File: config.mk
export PLATFORM = sky130hd
export DESIGN_NAME = mmio_interconnect
export DESIGN_NICKNAME = d
export VERILOG_FILES = /design/src/rtl/mmio_interconnect.sv
export SDC_FILE = /design/constraint.sdc
export NUM_CORES = 1
export LEC_CHECK = 0
export ABC_AREA = 1
export ABC_CLOCK_PERIOD_IN_PS = 800
export BUFFER_PORTS_ARGS = -buffer_cell sky130_fd_sc_hd__clkbuf_2
export CELL_PAD_IN_SITES_DETAIL_PLACEMENT = 1
export CELL_PAD_IN_SITES_GLOBAL_PLACEMENT = 1
export CORE_AREA = 8 8 138 140
export DETAILED_ROUTE_END_ITERATION = 8
export DIE_AREA = 0 0 146 148
export PLACE_DENSITY_LB_ADDON = 0.1
export SETUP_SLACK_MARGIN = 0.3
export SYNTH_ARGS = -nofsm -noshare
export SYNTH_HDL_FRONTEND = slang
export SYNTH_SLANG_ARGS = --single-unit
File: constraint.sdc
create_clock -name clk_i -period 0.8 [get_ports clk_i]
set_input_delay 0.04 -clock clk_i [delete_from_list [all_inputs] [get_ports clk_i]]
set_output_delay 0.04 -clock clk_i [all_outputs]
set_load 0.1 [all_outputs]
File: src/rtl/mmio_interconnect.sv
// CPU data-bus interconnect: base/mask window decode, per-window select and write-mask
// steering, ready/valid request handshake, per-window read latency and unmapped-access errors.
module mmio_interconnect #(
    parameter int                          NUM_REGIONS    = 4,
    parameter logic [NUM_REGIONS*32-1:0]   REGION_BASE    = '0,
    parameter logic [NUM_REGIONS*32-1:0]   REGION_MASK    = '0,
    parameter logic [NUM_REGIONS*4-1:0]    REGION_LATENCY = {NUM_REGIONS{4'd1}}
) (
    input  logic                        clk_i,
    input  logic                        reset_i,
    input  logic                        req_valid_i,
    output logic                        req_ready_o,
    input  logic [31:0]                 req_addr_i,
    input  logic [31:0]                 req_write_data_i,
    input  logic [3:0]                  req_write_mask_i,
    output logic [31:0]                 dev_addr_o,
    output logic [31:0]                 dev_write_data_o,
    output logic [NUM_REGIONS-1:0]      dev_sel_o,
    output logic [NUM_REGIONS*4-1:0]    dev_write_mask_o,
    input  logic [NUM_REGIONS*32-1:0]   dev_read_data_i,
    output logic                        resp_valid_o,
    output logic [31:0]                 resp_data_o,
    output logic                        resp_err_o,
    output logic [15:0]                 err_count_o,
    output logic [31:0]                 err_addr_o
);

    localparam int IDX_W = (NUM_REGIONS > 1) ? $clog2(NUM_REGIONS) : 1;

    typedef enum logic [1:0] {
        S_IDLE = 2'd0,
        S_WAIT = 2'd1,
        S_RESP = 2'd2
    } state_t;

    state_t             state_reg, state_next;
    logic [3:0]         count_reg, count_next;
    logic [IDX_W-1:0]   idx_reg, idx_next;
    logic               err_resp_reg, err_resp_next;
    logic [15:0]        err_count_reg, err_count_next;
    logic [31:0]        err_addr_reg, err_addr_next;

    logic [NUM_REGIONS-1:0] match;
    logic [3:0]             lat_tab [NUM_REGIONS];
    logic [31:0]            rd_data [NUM_REGIONS];
    logic                   hit;
    logic [IDX_W-1:0]       hit_idx;
    logic [3:0]             hit_lat;
    logic                   ready;
    logic                   accept;
    logic                   is_write;

    genvar gi;
    generate
        for (gi = 0; gi < NUM_REGIONS; gi++) begin : g_region
            assign match[gi]   = (req_addr_i & REGION_MASK[gi*32 +: 32]) == REGION_BASE[gi*32 +: 32];
            // A configured latency of zero behaves exactly like one.
            assign lat_tab[gi] = (REGION_LATENCY[gi*4 +: 4] == 4'd0) ? 4'd1 : REGION_LATENCY[gi*4 +: 4];
            assign rd_data[gi] = dev_read_data_i[gi*32 +: 32];
            assign dev_sel_o[gi] = accept && hit && (hit_idx == IDX_W'(gi));
            assign dev_write_mask_o[gi*4 +: 4] = dev_sel_o[gi] ? req_write_mask_i : 4'b0000;
        end
    endgenerate

    // Lowest-index match wins: scan downwards so the last assignment is the lowest index.
    always_comb begin
        hit     = 1'b0;
        hit_idx = '0;
        for (int i = NUM_REGIONS - 1; i >= 0; i--) begin
            if (match[i]) begin
                hit     = 1'b1;
                hit_idx = IDX_W'(i);
            end
        end
    end

    assign hit_lat  = lat_tab[hit_idx];
    assign is_write = |req_write_mask_i;
    assign ready    = !reset_i && ((state_reg == S_IDLE) || (state_reg == S_RESP));
    assign accept   = req_valid_i && ready;

    always_ff @(posedge clk_i) begin
        if (reset_i) begin
            state_reg     <= S_IDLE;
            count_reg     <= 4'd0;
            idx_reg       <= '0;
            err_resp_reg  <= 1'b0;
            err_count_reg <= 16'd0;
            err_addr_reg  <= 32'd0;
        end else begin
            state_reg     <= state_next;
            count_reg     <= count_next;
            idx_reg       <= idx_next;
            err_resp_reg  <= err_resp_next;
            err_count_reg <= err_count_next;
            err_addr_reg  <= err_addr_next;
        end
    end

    always_comb begin
        state_next     = state_reg;
        count_next     = count_reg;
        idx_next       = idx_reg;
        err_resp_next  = err_resp_reg;
        err_count_next = err_count_reg;
        err_addr_next  = err_addr_reg;

        case (state_reg)
            S_WAIT: begin
                count_next = count_reg - 4'd1;
                if (count_reg <= 4'd1) begin
                    state_next = S_RESP;
                end
            end
            S_RESP:  state_next = S_IDLE;
            default: state_next = S_IDLE;
        endcase

        // Acceptance only happens in IDLE or RESP, so it overrides the defaults above.
        if (accept && !is_write) begin
            idx_next      = hit_idx;
            err_resp_next = !hit;
            if (hit && (hit_lat > 4'd1)) begin
                state_next = S_WAIT;
                count_next = hit_lat - 4'd1;
            end else begin
                state_next = S_RESP;
                count_next = 4'd0;
            end
        end

        if (accept && !hit) begin
            err_addr_next = req_addr_i;
            if (err_count_reg != 16'hFFFF) begin
                err_count_next = err_count_reg + 16'd1;
            end
        end
    end

    always_comb begin
        req_ready_o      = ready;
        dev_addr_o       = req_addr_i;
        dev_write_data_o = req_write_data_i;
        resp_valid_o     = !reset_i && (state_reg == S_RESP);
        resp_err_o       = resp_valid_o && err_resp_reg;
        resp_data_o      = (resp_valid_o && !err_resp_reg) ? rd_data[idx_reg] : 32'd0;
        err_count_o      = reset_i ? 16'd0 : err_count_reg;
        err_addr_o       = reset_i ? 32'd0 : err_addr_reg;
    end

endmodule
==> impl_metrics.yaml, run 1 <==
status:
  status: "finished, violations left"
  failed_checks: "hold timing, setup timing"
global_route:
  vias_in_the_first_global_route: 2101
  groute.usage.overall_pct: 7.53
  grt_max_degree: 15
  grt_overflow: 0
  grt_first_pass_wirelength_um: 12300
  number_of_antenna_violations_at_the_first_check_in_global_routing: 0
place:
  port-buffer-count: 125
  place_congestion: 0.697
  dpl_cell_area_um2: 4840
  post-dp-hpwl_um: 7040
final_layout:
  layout.nets: 598
  final_cell_area_um2: 5200
  largest_register_ff_count: 32
  layout.cells.most_common: "sky130_fd_sc_hd__buf_12"
  area_occupied_by_multi_input_gates_um2: 1060
  mostFrequentLayoutCells: "sky130_fd_sc_hd__buf_12 (94), sky130_fd_sc_hd__nor2_4 (84), sky130_fd_sc_hd__inv_2 (48), sky130_fd_sc_hd__dfxtp_2 (48), sky130_fd_sc_hd__clkbuf_2 (37)"
  final_layout_size_suffix_gt1_share_pct: 85.8
  antenna_cells_inserted: 0
  ff_latch_area_um2: 1040
  n_fill_cell: 1881
  syn_to_final_growth_pct: 123
floorplanning:
  num_rows: 48
  die_width_um: 146
  dieHeight_um: 148
  starting_utilization_of_the_core_area_pct: 13.8
  floorplan.die_area_um2: 21600
  floorplan.io_pins: 366
  core_region_area_um2: 16900
drt:
  routed-via-count: 1947
  drcViolationCount: 0
  post_drt_via_cell_ratio: 3.12
  ant_nets: 0
  detailedRoute.firstIterationViolations: 29
  drt_pass1_iterations: 2
  postRouteWirelength_um: 8360
  route.detailed.wl_per_inst_um: 13.4
flow_run:
  maxCapViolCount: 0
synth:
  synthCells: 316
  yosysSeqAreaShare_pct: 42.0
  ys_seq_elements: 49
  synthesis.area_per_instance_um2: 7.38
  yosys_warn_count: 0
  number_of_distinct_library_cells_after_synthesis: 10
  mappedNetlistArea_um2: 2330
clock_network:
  cts_sinks: 49
  clock-root-buffer: "sky130_fd_sc_hd__clkbuf_16"
  cts.path.max_buffers: 2
  clk-insertion-delay-late_ns: 0.29
  tritoncts_clock_tree: "yes"
  h-tree-depth: 2
  path_clk_slew_ns: 0.07
  cts_buffers: 5
worst_setup_path:
  startpoint: "state_reg[1]$_SDFF_PP0_"
  timing.critical_path.arrival_ns: 1.24
  crit_path_launch_type: "register"
  reg2reg_from: "err_count_next[7]$_DFF_P_"
  cp.required_ns: 0.76
  timing.setup.critical_path_class: "register to output port"
  critical_path.max_fanout: 8
  cp_endpoint_kind: "output port"
sta:
  timing.final.hold_violations: 1
  setup_viol: 81
  fin_crit_sh_pct: 160
  hold-worst-slack_ns: -0.00155
  report.final.slew_viol_count: 0
  timing.fmax_ghz: 0.782
  period_needed_ns: 1.28
  worst_clock_skew_ns: 0
  setup_ws_ns: -0.479
  rsz0062_at_grt: "true"
hold_path:
  hold_path_startpoint: "req_write_mask_i[0]"
  worstHoldPathType: "input pin to register"
power_and_ir_drop:
  netSwitchingFraction_pct: 28.4
  switching_power_mw: 1.69
  register_share_of_total_power_pct: 40.9
  p_leak_nw: 2.05
  peakVddDrop_mv: 1.03
  clock_power_share_pct: 42.0
  power_per_cell_area_nw_per_um2: 1140
  p_int_mw: 4.26
  power_share_of_the_combinational_group_pct: 17.1
per-stage QoR:
stage / power, mW / cells / setup WS (ns) / setup TNS [ns] / utilization (%)
6_report: 5.95 / 625 / -0.479 / -23.51 / 30.7
5_1_grt: 6.22 / 625 / -0.532 / -27.78 / 30.7
4_1_cts: 6.12 / 621 / -0.501 / -25.57 / 30.2
3_5_place_dp: 3.49 / 606 / -0.163 / -8.56 / 28.6
3_3_place_gp: 3.49 / 606 / -0.154 / -8.11 / 28.6
2_1_floorplan: 4.81 / 331 / -0.345 / -22.88 / -
power groups by stage:
stage / Clock, mW / Combinational, mW / Sequential [mW]
floorplan: 0 / 2.32 / 2.49
global placement: 0 / 0.995 / 2.49
detailed placement: 0 / 0.998 / 2.49
CTS: 2.67 / 1.02 / 2.43
global route: 2.72 / 1.06 / 2.43
finish: 2.50 / 1.02 / 2.43
timing repair:
action,4_1_cts,5_1_grt
cloned,0,2
setup buffers,7,2
pin swaps,41,2
resized for setup,12,5
setup endpoints to repair,135,135
hold endpoints to repair,1,0
cell families after synthesis:
| group | count (synthesis) | share of synthesized area [%] |
|---|---|---|
| simple gates | 90 | 14.6 |
| other cells | 1 | 0.161 |
| flops | 49 | 42.0 |
| buf+inv | 176 | 43.2 |
routing by layer:
metal | part of all wire [%] | global-route usage (%) | vias up
met3 | 15 | 5.66 | 38
met4 | 5.2 | 4.59 | 0
li1 | - | - | 936
met5 | 0 | 0 | -
met1 | 29 | 6.48 | 858
met2 | 51 | 12.4 | 115
Yosys cell counts:
master / number / area (um2)
sky130_fd_sc_hd__buf_2: 2 / 10.0
sky130_fd_sc_hd__buf_4: 82 / 616
sky130_fd_sc_hd__buf_6: 5 / 56.3
sky130_fd_sc_hd__conb_1: 1 / 3.75
sky130_fd_sc_hd__dfxtp_1: 49 / 981
sky130_fd_sc_hd__inv_1: 86 / 323
sky130_fd_sc_hd__inv_2: 1 / 3.75
sky130_fd_sc_hd__nand2_1: 2 / 7.51
sky130_fd_sc_hd__nand2_2: 1 / 6.26
sky130_fd_sc_hd__nor2_1: 87 / 327
cell type report:
class / instances / area share [%]
clock buffer: 7 / 2.74
inverter: 87 / 6.71
sequential: 49 / 20.1
tap: 225 / 5.42
timing repair buffer: 150 / 44.0
clock inverter: 1 / 0.578
multi-input combinational: 106 / 20.4
final timing paths:
check | end | slack [ns] | cells after the start
max | resp_data_o[12] | -0.48 | 4
max reg2reg | err_count_next[7]$_DFF_P_ | 0.06 | 4
min | state_reg[1]$_SDFF_PP0_ | -0.002 | 4
min reg2reg | err_addr_next[1]$_DFF_P_ | 0.44 | 2
critical path, cell delays in order (launching register included):
cell	delay, ns
sky130_fd_sc_hd__dfxtp_4	0.37
sky130_fd_sc_hd__nand2_8	0.10
sky130_fd_sc_hd__buf_4	0.18
sky130_fd_sc_hd__nor2_4	0.12
sky130_fd_sc_hd__buf_12	0.18
(Power assumes the default switching activity.)
==> run 2, diff against run 1 <==
--- a/config.mk
+++ b/config.mk
@@ -6,13 +6,13 @@
 export NUM_CORES = 1
 export LEC_CHECK = 0
 export ABC_AREA = 1
-export ABC_CLOCK_PERIOD_IN_PS = 800
+export ABC_CLOCK_PERIOD_IN_PS = 1100
 export BUFFER_PORTS_ARGS = -buffer_cell sky130_fd_sc_hd__clkbuf_2
 export CELL_PAD_IN_SITES_DETAIL_PLACEMENT = 1
 export CELL_PAD_IN_SITES_GLOBAL_PLACEMENT = 1
-export CORE_AREA = 8 8 138 140
+export CORE_MARGIN = 8
+export CORE_UTILIZATION = 15
 export DETAILED_ROUTE_END_ITERATION = 8
-export DIE_AREA = 0 0 146 148
 export PLACE_DENSITY_LB_ADDON = 0.1
 export SETUP_SLACK_MARGIN = 0.3
 export SYNTH_ARGS = -nofsm -noshare
==> constraint.sdc (replaced) <==
create_clock -name clk_i -period 1.1 [get_ports clk_i]
set_input_delay 0.055 -clock clk_i [delete_from_list [all_inputs] [get_ports clk_i]]
set_output_delay 0.055 -clock clk_i [all_outputs]
set_load 0.1 [all_outputs]
==> run 2 against run 1 <==
The run ends with setup timing left. First-iteration DRC count is 10% higher. Clock power decreased by 39%. Total power fell by 32%. Die area fell by 8.4%. Register-to-register slack improved by 0.40 ns. Setup slack better by 0.30 ns. Cell count is 7.4% lower. Combinational power fell by 29%. Largest power group is now registers.
==> impl_metrics.yaml, run 2 (same netlist as run 1, synthesis figures left out) <==
place:
  dpl_cell_area_um2: 4730
  place_congestion: 0.662
  place_worst_setup_slack_ns: 0.101
  post-dp-hpwl_um: 6720
  port-buffer-count: 125
worst_setup_path:
  critical_path.max_fanout: 7
  crit_path_cell_trace: "nand2_8, buf_12, clkinvlp_4, buf_12"
  cp_dominant_cell_by_count: "sky130_fd_sc_hd__buf_12"
  timing.critical_path.arrival_ns: 1.23
  crit_path_launch_type: "register"
  cp.required_ns: 1.04
  cp_endpoint_kind: "output port"
  worstPathBufferInverterCount: 3
  crit_path_top_delay_cell: "sky130_fd_sc_hd__dfxtp_4"
  cpLargestDelayFamily: "buffers and inverters"
  timing.setup.critical_path_class: "register to output port"
  cpPeakStageDelay_ns: 0.36
final_layout:
  layout.cells.most_common: "sky130_fd_sc_hd__buf_12"
  mostFrequentLayoutCells: "sky130_fd_sc_hd__buf_12 (94), sky130_fd_sc_hd__nor2_4 (84), sky130_fd_sc_hd__inv_2 (48), sky130_fd_sc_hd__dfxtp_2 (48)"
  antenna_cells_inserted: 0
  syn_to_final_growth_pct: 116
  final_cell_area_um2: 5030
  layout.nets: 590
  fin_util_pct: 33.1
  final_layout_size_suffix_gt1_share_pct: 85.2
  largest_register_ff_count: 32
global_route:
  groute.usage.overall_pct: 8.08
  grt_max_degree: 18
  vias_in_the_first_global_route: 2003
  number_of_antenna_violations_at_the_first_check_in_global_routing: 0
  grt_overflow: 0
  grt_first_pass_wirelength_um: 12100
sta:
  setup-tns-final_ns: -5.52
  setup_ws_ns: -0.181
  timing.final.hold_violations: 0
  period_needed_ns: 1.28
  fin_crit_sh_pct: 116
  rsz0062_at_grt: "true"
  report.final.slew_viol_count: 0
  setup_viol: 33
  worst_clock_skew_ns: 0
  timing.fmax_ghz: 0.781
clock_network:
  cts_sinks: 49
  cts_buffers: 5
  path_clk_slew_ns: 0.06
  h-tree-depth: 2
  clock-root-buffer: "sky130_fd_sc_hd__clkbuf_16"
  clk-insertion-delay-late_ns: 0.28
  tritoncts_clock_tree: "yes"
  cts.path.max_buffers: 2
drt:
  drt_pass1_iterations: 4
  ant_nets: 0
  postRouteWirelength_um: 7990
  drcViolationCount: 0
  detailedRoute.firstIterationViolations: 32
  post_drt_via_cell_ratio: 3.24
  routed-via-count: 1876
  route.detailed.wl_per_inst_um: 13.8
hold_path:
  worstHoldPathType: "input pin to register"
flow_run:
  maxCapViolCount: 0
floorplanning:
  dieHeight_um: 141
  starting_utilization_of_the_core_area_pct: 15.3
  num_rows: 45
  die_width_um: 141
  floorplan.die_area_um2: 19800
  floorplan.io_pins: 366
  core_region_area_um2: 15200
status:
  status: "finished, violations left"
  failed_checks: "setup timing"
power_and_ir_drop:
  power_per_cell_area_nw_per_um2: 800
  peakVddDrop_mv: 0.503
  p_leak_nw: 1.99
==> run 2: path summary, 6_finish.rpt <==
path / slack [ns] / start / cells past startpoint / end
hold / removal: 0.01 / req_write_mask_i[3] / 4 / state_reg[1]$_SDFF_PP0_
hold reg to reg: 0.44 / err_addr_next[5]$_DFF_P_ / 2 / err_addr_next[5]$_DFF_P_
setup / recovery: -0.18 / state_reg[1]$_SDFF_PP0_ / 4 / resp_valid_o
setup reg to reg: 0.46 / err_addr_next[21]$_DFF_P_ / 3 / err_addr_next[21]$_DFF_P_
==> run 2: cell type report <==
type	instances	area [um2]
clock buffer	6	139
inverter	87	347
fill	1659	10200
timing repair buffer	142	2200
sequential	49	1040
tap	188	235
clock inverter	1	7.51
multi-input combinational	106	1060
==> run 2: power by group <==
group | switching [mW] | internal (mW) | total (mW)
clock network | 0.642 | 0.892 | 1.53
registers | 0.000532 | 1.77 | 1.77
logic | 0.544 | 0.178 | 0.723
==> run 2: stage by stage <==
step           power [mW]  hold WS (ns)  instances
2_1_floorplan        3.49         0.156        331
3_3_place_gp         2.52         0.111        564
3_5_place_dp         2.52         0.111        564
4_1_cts              4.15      0.000286        579
5_1_grt              4.25        0.0167        579
6_report             4.03       0.00954        579
==> run 2: routing by layer <==
metal	GRT usage [%]	vias up	share of wire [%]
li1	-	918	-
met1	6.86	848	28
met2	15.2	76	58
met3	3.65	34	10
met4	4.86	0	4.2
met5	0	-	0
==> run 2: timing repair <==
| item | CTS | global route |
|---|---|---|
| endpoints found under the setup margin | 86 | 84 |
| endpoints found under the hold margin | 1 | 0 |
| resized for setup | 48 | 1 |
| pin swaps | 28 | 1 |
| cloned | 2 | 0 |
| buffers inserted | 5 | 0 |
| hold buffers | 1 | 0 |
==> run 2: worst min-delay path: stages <==
cell and delay, ns:
sky130_fd_sc_hd__clkbuf_2 0.09, sky130_fd_sc_hd__nor2_1 0.04, sky130_fd_sc_hd__nand2_1 0.05, sky130_fd_sc_hd__nor2_1 0.03
==> run 3, diff against run 2 <==
--- a/config.mk
+++ b/config.mk
@@ -14,7 +14,6 @@
 export CORE_UTILIZATION = 15
 export DETAILED_ROUTE_END_ITERATION = 8
 export PLACE_DENSITY_LB_ADDON = 0.1
-export SETUP_SLACK_MARGIN = 0.3
 export SYNTH_ARGS = -nofsm -noshare
 export SYNTH_HDL_FRONTEND = slang
 export SYNTH_SLANG_ARGS = --single-unit
==> run 3 against run 2 <==
The flow still finishes with violations (setup timing). Worst hold slack better by 0.0020 ns. Global-route usage down 0.78 points. Flip-flop and latch count unchanged. Non-clock buffer count down 9. Setup slack worse by 0.0027 ns. Via count down 2.1%. Critical endpoint is now resp_data_o[16]. Highest routed layer unchanged.
==> impl_metrics.yaml, run 3 (same netlist as run 1, synthesis figures left out) <==
status:
  status: "finished, violations left"
  failed_checks: "setup timing"
floorplanning:
  num_rows: 45
  starting_utilization_of_the_core_area_pct: 15.3
  die_width_um: 141
  core_region_area_um2: 15200
  floorplan.die_area_um2: 19800
  dieHeight_um: 141
  floorplan.io_pins: 366
drt:
  route.detailed.wl_per_inst_um: 13.0
  routed-via-count: 1837
  drcViolationCount: 0
  drt_pass1_iterations: 3
  detailedRoute.firstIterationViolations: 35
  postRouteWirelength_um: 7400
  post_drt_via_cell_ratio: 3.22
  ant_nets: 0
worst_setup_path:
  cpPeakStageDelay_ns: 0.37
  crit_path_top_delay_cell: "sky130_fd_sc_hd__dfxtp_4"
  timing.setup.critical_path_class: "register to output port"
  cp_dominant_cell_by_count: "sky130_fd_sc_hd__buf_12"
  cp.required_ns: 1.04
  timing.reg2reg.worst_path_depth: 2
  cp_endpoint_kind: "output port"
  crit_path_launch_type: "register"
  crit_path_cell_trace: "nand2_8, buf_12, nor2_4, buf_12"
  critical_path.max_fanout: 11
  timing.critical_path.arrival_ns: 1.23
power_and_ir_drop:
  power_per_cell_area_nw_per_um2: 891
  peakVddDrop_mv: 0.481
  p_leak_nw: 1.88
clock_network:
  cts_sinks: 49
  clock-root-buffer: "sky130_fd_sc_hd__clkbuf_16"
  h-tree-depth: 2
  cts_buffers: 5
  cts_hold_buffers: 0
  cts.path.max_buffers: 2
  tritoncts_clock_tree: "yes"
  path_clk_slew_ns: 0.06
  clk-insertion-delay-late_ns: 0.28
place:
  place_congestion: 0.631
  place_worst_setup_slack_ns: 0.0159
  port-buffer-count: 125
  dpl_cell_area_um2: 4450
  post-dp-hpwl_um: 6120
final_layout:
  antenna_cells_inserted: 0
  final_layout_size_suffix_gt1_share_pct: 59.8
  final_cell_area_um2: 4740
  layout.cells.most_common: "sky130_fd_sc_hd__buf_12"
  layout.nets: 581
  n_fill_cell: 1661
  syn_to_final_growth_pct: 103
  largest_register_ff_count: 32
  area_occupied_by_multi_input_gates_um2: 942
  mostFrequentLayoutCells: "sky130_fd_sc_hd__buf_12 (90), sky130_fd_sc_hd__inv_1 (85), sky130_fd_sc_hd__nor2_4 (63)"
  ff_latch_area_um2: 985
global_route:
  met1_usage_pct: 7.06
  gr-usage-met2_pct: 12.9
  grt_max_degree: 42
  grt_overflow: 0
  globalRouteMet3Util_pct: 4.09
  groute.usage.overall_pct: 7.30
  number_of_antenna_violations_at_the_first_check_in_global_routing: 0
  vias_in_the_first_global_route: 1900
  grt.busiest_layer: "met2"
  grt_first_pass_wirelength_um: 11200
sta:
  fin_crit_sh_pct: 117
  timing.fmax_ghz: 0.779
  timing.final.hold_violations: 0
  worst_clock_skew_ns: 0
  setup-tns-final_ns: -5.41
  setup_ws_ns: -0.184
  period_needed_ns: 1.28
  rsz0062_at_grt: "true"
  hold-worst-slack_ns: 0.0115
  report.final.slew_viol_count: 0
  setup_viol: 33
hold_path:
  worstHoldPathType: "input pin to register"
  hold_path_depth: 4
flow_run:
  maxCapViolCount: 0
run 3: layout make-up:
class	instances	share of cell area (%)
Timing Repair Buffer	133	43.7
Multi-Input combinational cell	106	19.9
Clock inverter	1	0.633
Inverter	87	7.07
Clock buffer	7	3.01
Sequential cell	49	20.8
Tap cell	188	4.96
run 3: where the power goes:
group | leakage [nW] | internal (mW) | switching (mW) | total [mW]
Clock | 0.0841 | 1.14 | 0.661 | 1.80
Combinational | 1.40 | 0.139 | 0.515 | 0.654
Sequential | 0.395 | 1.77 | 0.000531 | 1.77
run 3: final timing paths:
check / from / end / slack (ns)
max: state_reg[1]$_SDFF_PP0_ / resp_data_o[16] / -0.18
min: req_write_mask_i[3] / state_reg[1]$_SDFF_PP0_ / 0.01
max reg2reg: err_addr_next[31]$_DFF_P_ / err_addr_next[31]$_DFF_P_ / 0.52
min reg2reg: err_addr_next[18]$_DFF_P_ / err_addr_next[18]$_DFF_P_ / 0.44
run 3: what timing repair did:
item                                    CTS  global route
resized for setup                         7             7
setup buffers                             1             0
gates cloned                              2             0
pin swaps                                 1             2
endpoints found under the setup margin   33            40
run 3: worst max-delay path, delay by kind of cell (launching register included):
family                 cells  cell delay (ns)
AND/OR/NAND/NOR            2             0.20
flip-flops                 1             0.37
buffers and inverters      2             0.36
run 3: per-layer routing:
layer / part of all wire (%) / up-vias / wire length, um
li1: - / 907 / -
met1: 32 / 831 / 2390
met4: 1.7 / 0 / 125
met3: 11 / 21 / 816
met5: 0 / - / 0
met2: 55 / 78 / 4070
run 3: metrics by stage:
stage               utilization (%)  instances  total power [mW]
floorplan                         -        331              3.45
global placement               29.3        560              2.46
detailed placement             29.3        560              2.47
CTS                            31.0        571              4.34
global route                   31.2        571              4.43
finish                         31.2        571              4.22
